**config.mk**
```make
export PLATFORM = sky130hd
export DESIGN_NAME = stopwatch_time_counter
export DESIGN_NICKNAME = d
export VERILOG_FILES = /design/src/rtl/stopwatch_pkg.sv /design/src/rtl/stopwatch_field_counter.sv /design/src/rtl/stopwatch_time_counter.sv
export SDC_FILE = /design/constraint.sdc
export NUM_CORES = 1
export LEC_CHECK = 0
export CORE_MARGIN = 2
export CORE_UTILIZATION = 35
export CTS_CLUSTER_SIZE = 14
export DETAILED_ROUTE_END_ITERATION = 8
export GPL_TIMING_DRIVEN = 0
export PLACE_DENSITY = 0.62
export SLEW_MARGIN = 40
export SYNTH_ARGS = -nofsm -noshare
export SYNTH_HDL_FRONTEND = slang
export SYNTH_HIERARCHICAL = 1
export SYNTH_SLANG_ARGS = --single-unit
```
**constraint.sdc**
```tcl
create_clock -name i_clk -period 1.6 [get_ports i_clk]
set_input_delay 0.16 -clock i_clk [delete_from_list [all_inputs] [get_ports i_clk]]
set_output_delay 0.16 -clock i_clk [all_outputs]
set_load 0.005 [all_outputs]
```
**src/rtl/stopwatch_pkg.sv**
```systemverilog
// Shared constants and types for the stopwatch time-keeping datapath.
// Field limits, derived widths and the lap-hold state encoding live here.
package stopwatch_pkg;

  localparam int MS_MAX  = 999;
  localparam int SEC_MAX = 59;
  localparam int MIN_MAX = 59;
  localparam int HR_MAX  = 99;

  localparam int MS_W  = $clog2(MS_MAX + 1);
  localparam int SEC_W = $clog2(SEC_MAX + 1);
  localparam int MIN_W = $clog2(MIN_MAX + 1);
  localparam int HR_W  = $clog2(HR_MAX + 1);

  typedef enum logic {
    LIVE = 1'b0,
    HOLD = 1'b1
  } lap_state_e;

endpackage

```
**src/rtl/stopwatch_field_counter.sv**
```systemverilog
// One wrap-around time field: up/down stepping, up+down clear, and a
// same-cycle carry-up pulse raised when an up step wraps MAX back to 0.
module stopwatch_field_counter #(
  parameter int MAX = 59,
  parameter int W   = $clog2(MAX + 1)
) (
  input  logic         i_clk,
  input  logic         i_rstn,
  input  logic         i_up,
  input  logic         i_down,
  output logic [W-1:0] o_value,
  output logic         o_carryup
);

  localparam logic [W-1:0] MAX_V = W'(MAX);

  logic [W-1:0] value;

  // NOTE: sequential state uses non-blocking assignments so every flop samples
  // pre-edge values; blocking here would create order-dependent simulation.
  always_ff @(posedge i_clk or negedge i_rstn) begin
    if (!i_rstn) begin
      value <= '0;
    end else begin
      unique case ({i_up, i_down})
        2'b11:   value <= '0;
        2'b10:   value <= (value == MAX_V) ? '0 : value + W'(1);
        2'b01:   value <= (value == '0) ? MAX_V : value - W'(1);
        default: value <= value;
      endcase
    end
  end

  // A clear (up and down together) must never look like a wrap.
  assign o_carryup = i_up & ~i_down & (value == MAX_V);
  assign o_value   = value;

endmodule

```
**src/rtl/stopwatch_time_counter.sv**
```systemverilog
// Stopwatch ms/sec/min/hr datapath with carry-up outputs for the control block.
// Optional lap-hold display register enabled by defining STOPWATCH_LAP_EN.
module stopwatch_time_counter
  import stopwatch_pkg::*;
(
  input  logic             i_clk,
  input  logic             i_rstn,
`ifdef STOPWATCH_LAP_EN
  input  logic             i_lap,
`endif
  input  logic             i_ms_up,
  input  logic             i_ms_down,
  input  logic             i_sec_up,
  input  logic             i_sec_down,
  input  logic             i_min_up,
  input  logic             i_min_down,
  input  logic             i_hr_up,
  input  logic             i_hr_down,
  output logic [MS_W-1:0]  o_ms,
  output logic [SEC_W-1:0] o_sec,
  output logic [MIN_W-1:0] o_min,
  output logic [HR_W-1:0]  o_hr,
  output logic             o_ms_carryup,
  output logic             o_sec_carryup,
  output logic             o_min_carryup,
  output logic             o_hr_carryup,
  output logic [MS_W-1:0]  o_disp_ms,
  output logic [SEC_W-1:0] o_disp_sec,
  output logic [MIN_W-1:0] o_disp_min,
  output logic [HR_W-1:0]  o_disp_hr,
  output logic             o_lap_active
);

  stopwatch_field_counter #(.MAX(MS_MAX), .W(MS_W)) u_ms (
    .i_clk     (i_clk),
    .i_rstn    (i_rstn),
    .i_up      (i_ms_up),
    .i_down    (i_ms_down),
    .o_value   (o_ms),
    .o_carryup (o_ms_carryup)
  );

  stopwatch_field_counter #(.MAX(SEC_MAX), .W(SEC_W)) u_sec (
    .i_clk     (i_clk),
    .i_rstn    (i_rstn),
    .i_up      (i_sec_up),
    .i_down    (i_sec_down),
    .o_value   (o_sec),
    .o_carryup (o_sec_carryup)
  );

  stopwatch_field_counter #(.MAX(MIN_MAX), .W(MIN_W)) u_min (
    .i_clk     (i_clk),
    .i_rstn    (i_rstn),
    .i_up      (i_min_up),
    .i_down    (i_min_down),
    .o_value   (o_min),
    .o_carryup (o_min_carryup)
  );

  stopwatch_field_counter #(.MAX(HR_MAX), .W(HR_W)) u_hr (
    .i_clk     (i_clk),
    .i_rstn    (i_rstn),
    .i_up      (i_hr_up),
    .i_down    (i_hr_down),
    .o_value   (o_hr),
    .o_carryup (o_hr_carryup)
  );

`ifdef STOPWATCH_LAP_EN
  lap_state_e       state, next_state;
  logic             lap_q;
  logic             lap_rise;
  logic             clear_all;
  logic             capture;
  logic [MS_W-1:0]  cap_ms;
  logic [SEC_W-1:0] cap_sec;
  logic [MIN_W-1:0] cap_min;
  logic [HR_W-1:0]  cap_hr;

  assign lap_rise  = i_lap & ~lap_q;
  assign clear_all = i_ms_up & i_ms_down & i_sec_up & i_sec_down &
                     i_min_up & i_min_down & i_hr_up & i_hr_down;

  always_ff @(posedge i_clk or negedge i_rstn) begin
    if (!i_rstn) begin
      state <= LIVE;
      lap_q <= 1'b0;
    end else begin
      state <= next_state;
      lap_q <= i_lap;
    end
  end

  // NOTE: every always_comb output gets a default first so no path can
  // leave it unassigned and infer a latch.
  always_comb begin
    next_state = state;
    capture    = 1'b0;
    if (clear_all) begin
      next_state = LIVE;
    end else if (lap_rise) begin
      unique case (state)
        LIVE: begin
          capture    = 1'b1;
          next_state = HOLD;
        end
        HOLD:    next_state = LIVE;
        default: next_state = LIVE;
      endcase
    end
  end

  // Captures are plain registers, so resetting them to 0 is cheap and keeps
  // the display defined out of reset.
  always_ff @(posedge i_clk or negedge i_rstn) begin
    if (!i_rstn) begin
      cap_ms  <= '0;
      cap_sec <= '0;
      cap_min <= '0;
      cap_hr  <= '0;
    end else if (capture) begin
      cap_ms  <= o_ms;
      cap_sec <= o_sec;
      cap_min <= o_min;
      cap_hr  <= o_hr;
    end
  end

  assign o_lap_active = (state == HOLD);
  assign o_disp_ms    = o_lap_active ? cap_ms  : o_ms;
  assign o_disp_sec   = o_lap_active ? cap_sec : o_sec;
  assign o_disp_min   = o_lap_active ? cap_min : o_min;
  assign o_disp_hr    = o_lap_active ? cap_hr  : o_hr;
`else
  assign o_lap_active = 1'b0;
  assign o_disp_ms    = o_ms;
  assign o_disp_sec   = o_sec;
  assign o_disp_min   = o_min;
  assign o_disp_hr    = o_hr;
`endif

endmodule

```
## Word-level counts from Yosys, hierarchy flattened

Index checks and enable logic that the tools add are counted.

| word-level totals | value |
|---|---|
| register bits after elaboration | 29 |
| input bits | 10 |
| output and inout bits | 63 |
| logic and storage cells | 60 |

| cells by class | value |
|---|---|
| $add $sub $neg | 8 |
| eq/ne operators | 16 |
| mux-type cells | 12 |
| bitwise gates (word level) | 12 |
| reduce and logical (&&, ||, !) cells | 8 |

Operators by type and width:

| cell | number |
|---|---|
| case mux 6 bit (3 select lines) | 2 |
| case mux 10 bit (3 select lines) | 1 |
| 2-to-1 mux 6 bit | 4 |
| case mux 7 bit (3 select lines) | 1 |
| 2-to-1 mux 10 bit | 2 |
| == test 2 bit (second input constant) | 8 |
| 2-to-1 mux 7 bit | 2 |
| adder 6 x 1 -> 6 bit (second input constant) | 2 |
| == test 6 bit (second input constant) | 2 |
| zero test 6 bit | 2 |
| nonzero test 3 bit | 4 |
| subtractor 6 x 1 -> 6 bit (second input constant) | 2 |
| adder 10 x 1 -> 10 bit (second input constant) | 1 |
| == test 10 bit (second input constant) | 1 |
| zero test 10 bit | 1 |
| subtractor 10 x 1 -> 10 bit (second input constant) | 1 |
| AND 1 bit | 8 |
| == test 2 x 1 -> 1 bit (second input constant) | 4 |
| adder 7 x 1 -> 7 bit (second input constant) | 1 |
| == test 7 bit (second input constant) | 1 |
| zero test 7 bit | 1 |
| subtractor 7 x 1 -> 7 bit (second input constant) | 1 |
| inverter 1 bit | 4 |

## Logic depth before layout (Yosys ltp)

| logic depth | value |
|---|---|
| depth in word-level cells | 3 |
| depth in mapped cells | 7 |
| gate-level depth less buffers | 6 |

## Cells and area by module

Netlist, hierarchy kept.

Modules (own cells, without submodules):

| module | times used | cells an instance | area an instance (µm²) | seq. area each (µm²) |
|---|---|---|---|---|
| stopwatch_field_counter (u_min ...) | 2 | 79 | 665.6 | 150.1 |
| stopwatch_field_counter (u_ms) | 1 | 115 | 1007.2 | 250.2 |
| stopwatch_field_counter (u_hr) | 1 | 81 | 686.9 | 175.2 |
| stopwatch_time_counter | 1 | 31 | 229.0 | 0.0 |

## Least setup slack after synthesis

Ideal clock, no wire load.

| path | value |
|---|---|
| kind | register -> register |
| from | reg u_min.value[0] (netlist: u_min/o_value[0]) |
| to | reg u_min.value[5] (netlist: u_min/o_value[5]) |
| setup time | 0.124 ns |
| arrival | 1.624 ns |
| data required time | 1.476 ns |
| slack | -0.148 ns |
| stages on the path, launching flop included | 6 |
| buffers on the path | 0 |
| clock period less this slack | 1.748 ns |
| cells stage by stage | dfrtp_1 ha_1 nand2_1 or3_4 a41o_1 a211o_1 |

| between the ends | value |
|---|---|
| cells in the longest elaborated chain, start to end | 3 |
| elaborated cells between the ends (all ways) | 7 |
| those cells by class | 2 x add/sub; 1 x eq/ne; 3 x mux; 1 x reduce/logical |

RTL lines:

| what | line | text |
|---|---|---|
| start, declared | stopwatch_field_counter.sv:17 | `logic [W-1:0] value;` |
| start signal, assigned | stopwatch_field_counter.sv:27 | `2'b10: value <= (value == MAX_V) ? '0 : value + W'(1);` |
| start signal, assigned | stopwatch_field_counter.sv:28 | `2'b01: value <= (value == '0) ? MAX_V : value - W'(1);` |
| start signal, assigned | stopwatch_field_counter.sv:29 | `default: value <= value;` |
| subtractor 6 x 1 -> 6 bit (tied with other cells) | stopwatch_field_counter.sv:28 |  |
| 2-to-1 mux 6 bit, on equally long branches | stopwatch_field_counter.sv:28, stopwatch_field_counter.sv:27 |  |
| case mux 6 bit (3 select lines) * | stopwatch_field_counter.sv:25 | `unique case ({i_up, i_down})` |

Mark *: on every way between the ends. The rest lies on a longest branch, timed or not.
A chain may end at the register's enable or synchronous reset.

## Worst setup path in the final report

| path | value |
|---|---|
| from | reg u_ms.value[0] (netlist: u_ms/o_value[0]) |
| to | reg u_ms.value[7] (netlist: u_ms/o_value[7]) |

| between the ends | value |
|---|---|
| cells in the longest elaborated chain, start to end | 3 |
| elaborated cells between the ends (all ways) | 7 |
| those cells by class | 2 x add/sub; 1 x eq/ne; 3 x mux; 1 x reduce/logical |

RTL lines:

| what | line |
|---|---|
| start, declared | stopwatch_field_counter.sv:17 |
| start signal, assigned | stopwatch_field_counter.sv:27 |
| start signal, assigned | stopwatch_field_counter.sv:28 |
| start signal, assigned | stopwatch_field_counter.sv:29 |
| subtractor 10 x 1 -> 10 bit (tied with other cells) | stopwatch_field_counter.sv:28 |
| 2-to-1 mux 10 bit, on equally long branches | stopwatch_field_counter.sv:28, stopwatch_field_counter.sv:27 |
| case mux 10 bit (3 select lines) * | stopwatch_field_counter.sv:25 |

Marks and branches as above.

==> metrics.csv <==
metric;value;unit
GRT overflow;0;
post-layout min period;1.72;ns
Compound-Gate Fraction of Synth Area;28.4;%
adder-cell share of the synthesized area;8.84;%
CTS Buffer Depth;2;
internal power;3.18;mW
first-pass GRT wire length;15.5;mm
effective utilization at floorplan;35.7;%
CTS H-Tree Depth;2;
Cells after DPL;568;
RSZ-0062 raised after global routing;yes;
Worst Clk Skew;0.00553;ns
max-cap viol count;0;
clk root buf;clkbuf_8;
fin crit share;108;%
Top-Level Pins;73;
Finished Cell Area;5250;um2
DRT Pass-1 Iters;4;
final-report setup violation count;16;
post-detail-place hpwl;6.36;mm
First DRT Iteration DRCs;118;
Rows;35;
post-synthesis mux area share;2.19;%
Reg-to-Reg Start;u_ms/o_value[0];
CORE AREA;9110;um2
worst r2r path cells;5;
Post-Syn Area;3250;um2
Routed wire per std cell;15.5;um
clk sinks;29;
vias per cell;5.57;
worst reg2reg endpoint;u_ms/o_value[7];
Required @ worst endpoint;1.80;ns
final non-filler cell total;638;
critical path arrival;1.92;ns
cell count after synthesis;385;
Worst-Skew Late Latency;0.28;ns
Mapped Nets;418;
kind of end point of the critical path;flop;
Worst R2R Setup Slack;-0.12;ns
Leakage;2.34;nW
Die Y;100;um
Seq/Total Area, Yosys;22.3;%
outcome;finished with violations;
largest family of logic cells by synthesized area;compound AO/OA/AOI/OAI gates;
switching part of the total;38.8;%
dominant cell by count in the synthesized netlist;buf_4;
gp weighted congestion;0.899;
number of synthesized flops with an enable pin;0;
slowest stage delay, CP;0.43;ns
Clk pin slew, worst setup/hold paths;0.07;ns
crit-path cells;buf_6, or3_4, nor4_4, mux2_4, a41oi_2;
Area Overhead vs Synth;61.4;%
area share of xor/xnor cells in the synthesized design;0.269;%
largest net degree at the start of global routing;17;
simple-gate portion of the synthesized area;22.3;%
Worst Setup SP;u_ms/o_value[0];
Yosys top cell area share;22.3;%
commonest cells in the netlist;31 x buf_4, 29 x dfrtp_1, 29 x nand2_1, 28 x inv_1, 23 x ha_1;
asr flop ratio synth;100;%
Cell Pwr Density;989;nW/um2
Clock power frac;11.5;%
setup_tns;-0.884;ns
via count;3556;
vias in the first global route;3307;
layout cells sized above 1;46.5;%
ys flop type;dfrtp_1;
routed wire length;9.89;mm
IO buf count;71;
CP Class;flop to flop;
top cells by area, synth;dfrtp_1 22%, ha_1 8.8%, buf_4 7.2%;
die area;10100;um2
# DRC;0;
critical path startpoint category;flop;
Worst IR Drop VDD;470;uV
CTS tree;yes;
Final Max Slew Viols;0;
Crit Path Max Fanout;4;
Worst Setup EP;u_ms/o_value[7];
Inserted Clock Buffers;5;
count of cell types in the netlist;75;
final setup margin;-0.125;ns
Comb pwr share;67.2;%
WP buf/inv;1;
final hold vios;0;
syn avg cell area;8.45;um2
CP top delay family;simple AND/OR/NAND/NOR gates;
Placed Area;4200;um2
Peak Freq;0.580;GHz
initial antenna violation count;0;
chip width;100;um
post-synthesis register bit count;29;
Antenna Nets Post-Route;0;
critical path's slowest cell;dfrtp_2;
dpl ws;-0.504;ns
Final Hold Slack;0.342;ns
Hold Crit Class;input pin to asynchronous set/reset pin;
switching power;2.01;mW
failing checks;setup timing;
All-Layer GR Usage;18.5;%
YS warnings;6;
dominant cell type by area after synthesis;dfrtp_1;
Net count, final;559;
part of the power in registers;21.4;%
# diodes;0;
Crit path depth;5;
-- power by group through the flow --
stage / logic (mW) / clock network [mW] / registers (mW)
after floorplan: 1.58 / 0 / 1.11
after global routing: 3.73 / 0.656 / 1.14
final: 3.49 / 0.595 / 1.11
after global placement: 2.45 / 0 / 1.16
after detailed placement: 2.48 / 0 / 1.17
after CTS: 3.20 / 0.623 / 1.09
-- logic make-up (layout without fill, tap and decap cells) --
family          after synthesis  after routing
buf+inv                      82            224
xor+xnor                      1              1
other cells                   1              1
compound gates              122            122
flops                        29             29
simple gates                120            120
mux                           7              7
fa+ha+maj                    23             23
-- layout by cell type, fill, tap and decap left out, types with 11 or more instances in the layout --
cell,instances
buf_6,28
ha_4,11
nand2_1,24
inv_1,17
nor2_1,12
clkdlybuf4s50_1,54
dfrtp_2,18
dfrtp_1,11
buf_4,77
-- layer usage --
layer	GRT usage (%)	up-vias	share of wire, %
met5	0	-	0
met1	23.6	1727	42
met3	2.92	10	4.6
li1	-	1703	-
met4	4.11	0	1.3
met2	33.0	116	52
-- worst min-delay path by stage --
stage | end | slack, ns | depth (start not counted)
global placement | u_ms/o_value[1] | 0.63 | 2
global route | u_sec/o_value[0] | 0.38 | 2
detailed placement | u_sec/o_value[0] | 0.12 | 1
floorplan | u_hr/o_value[0] | -0.14 | 0
CTS | u_sec/o_value[0] | 0.34 | 2
finish | u_sec/o_value[0] | 0.34 | 2
-- metrics by stage --
| stage | utilization (%) | power (mW) |
|---|---|---|
| 2_1_floorplan | - | 2.69 |
| 3_3_place_gp | 45.9 | 3.61 |
| 3_5_place_dp | 46.1 | 3.65 |
| 4_1_cts | 54.5 | 4.91 |
| 5_1_grt | 57.7 | 5.52 |
| 6_report | 57.7 | 5.19 |
-- area by class of cell --
type                       count  area, um2
fill                         814       3860
multi-input combinational    274       2440
timing repair buffer         136       1290
sequential                    29        748
buffer                        48        404
inverter                      32        140
tap                          111        139
clock buffer                   6       72.6
clock inverter                 2       10.0
-- state kept, by name, indices dropped and copies added (netlist names) --
signal	cells
u_ms/o_value	10
u_hr/o_value	7
u_min/o_value	6
u_sec/o_value	6
-- worst reg2reg max path, stage by stage (launching register included) --
cell     delay [ns]
dfrtp_2        0.43
buf_6          0.14
or3_4          0.43
nor4_4         0.17
mux2_4         0.32
a41oi_2        0.16
-- timing repair --
| item | CTS | global route |
|---|---|---|
| pin swaps | 31 | 25 |
| hold buffers | 1 | 0 |
| setup buffers | 55 | 8 |
| setup endpoints to repair | 30 | 39 |
| resized for setup | 87 | 76 |
| hold endpoints to repair | 13 | 0 |
Note: power is estimated with default switching activity, not from simulation.
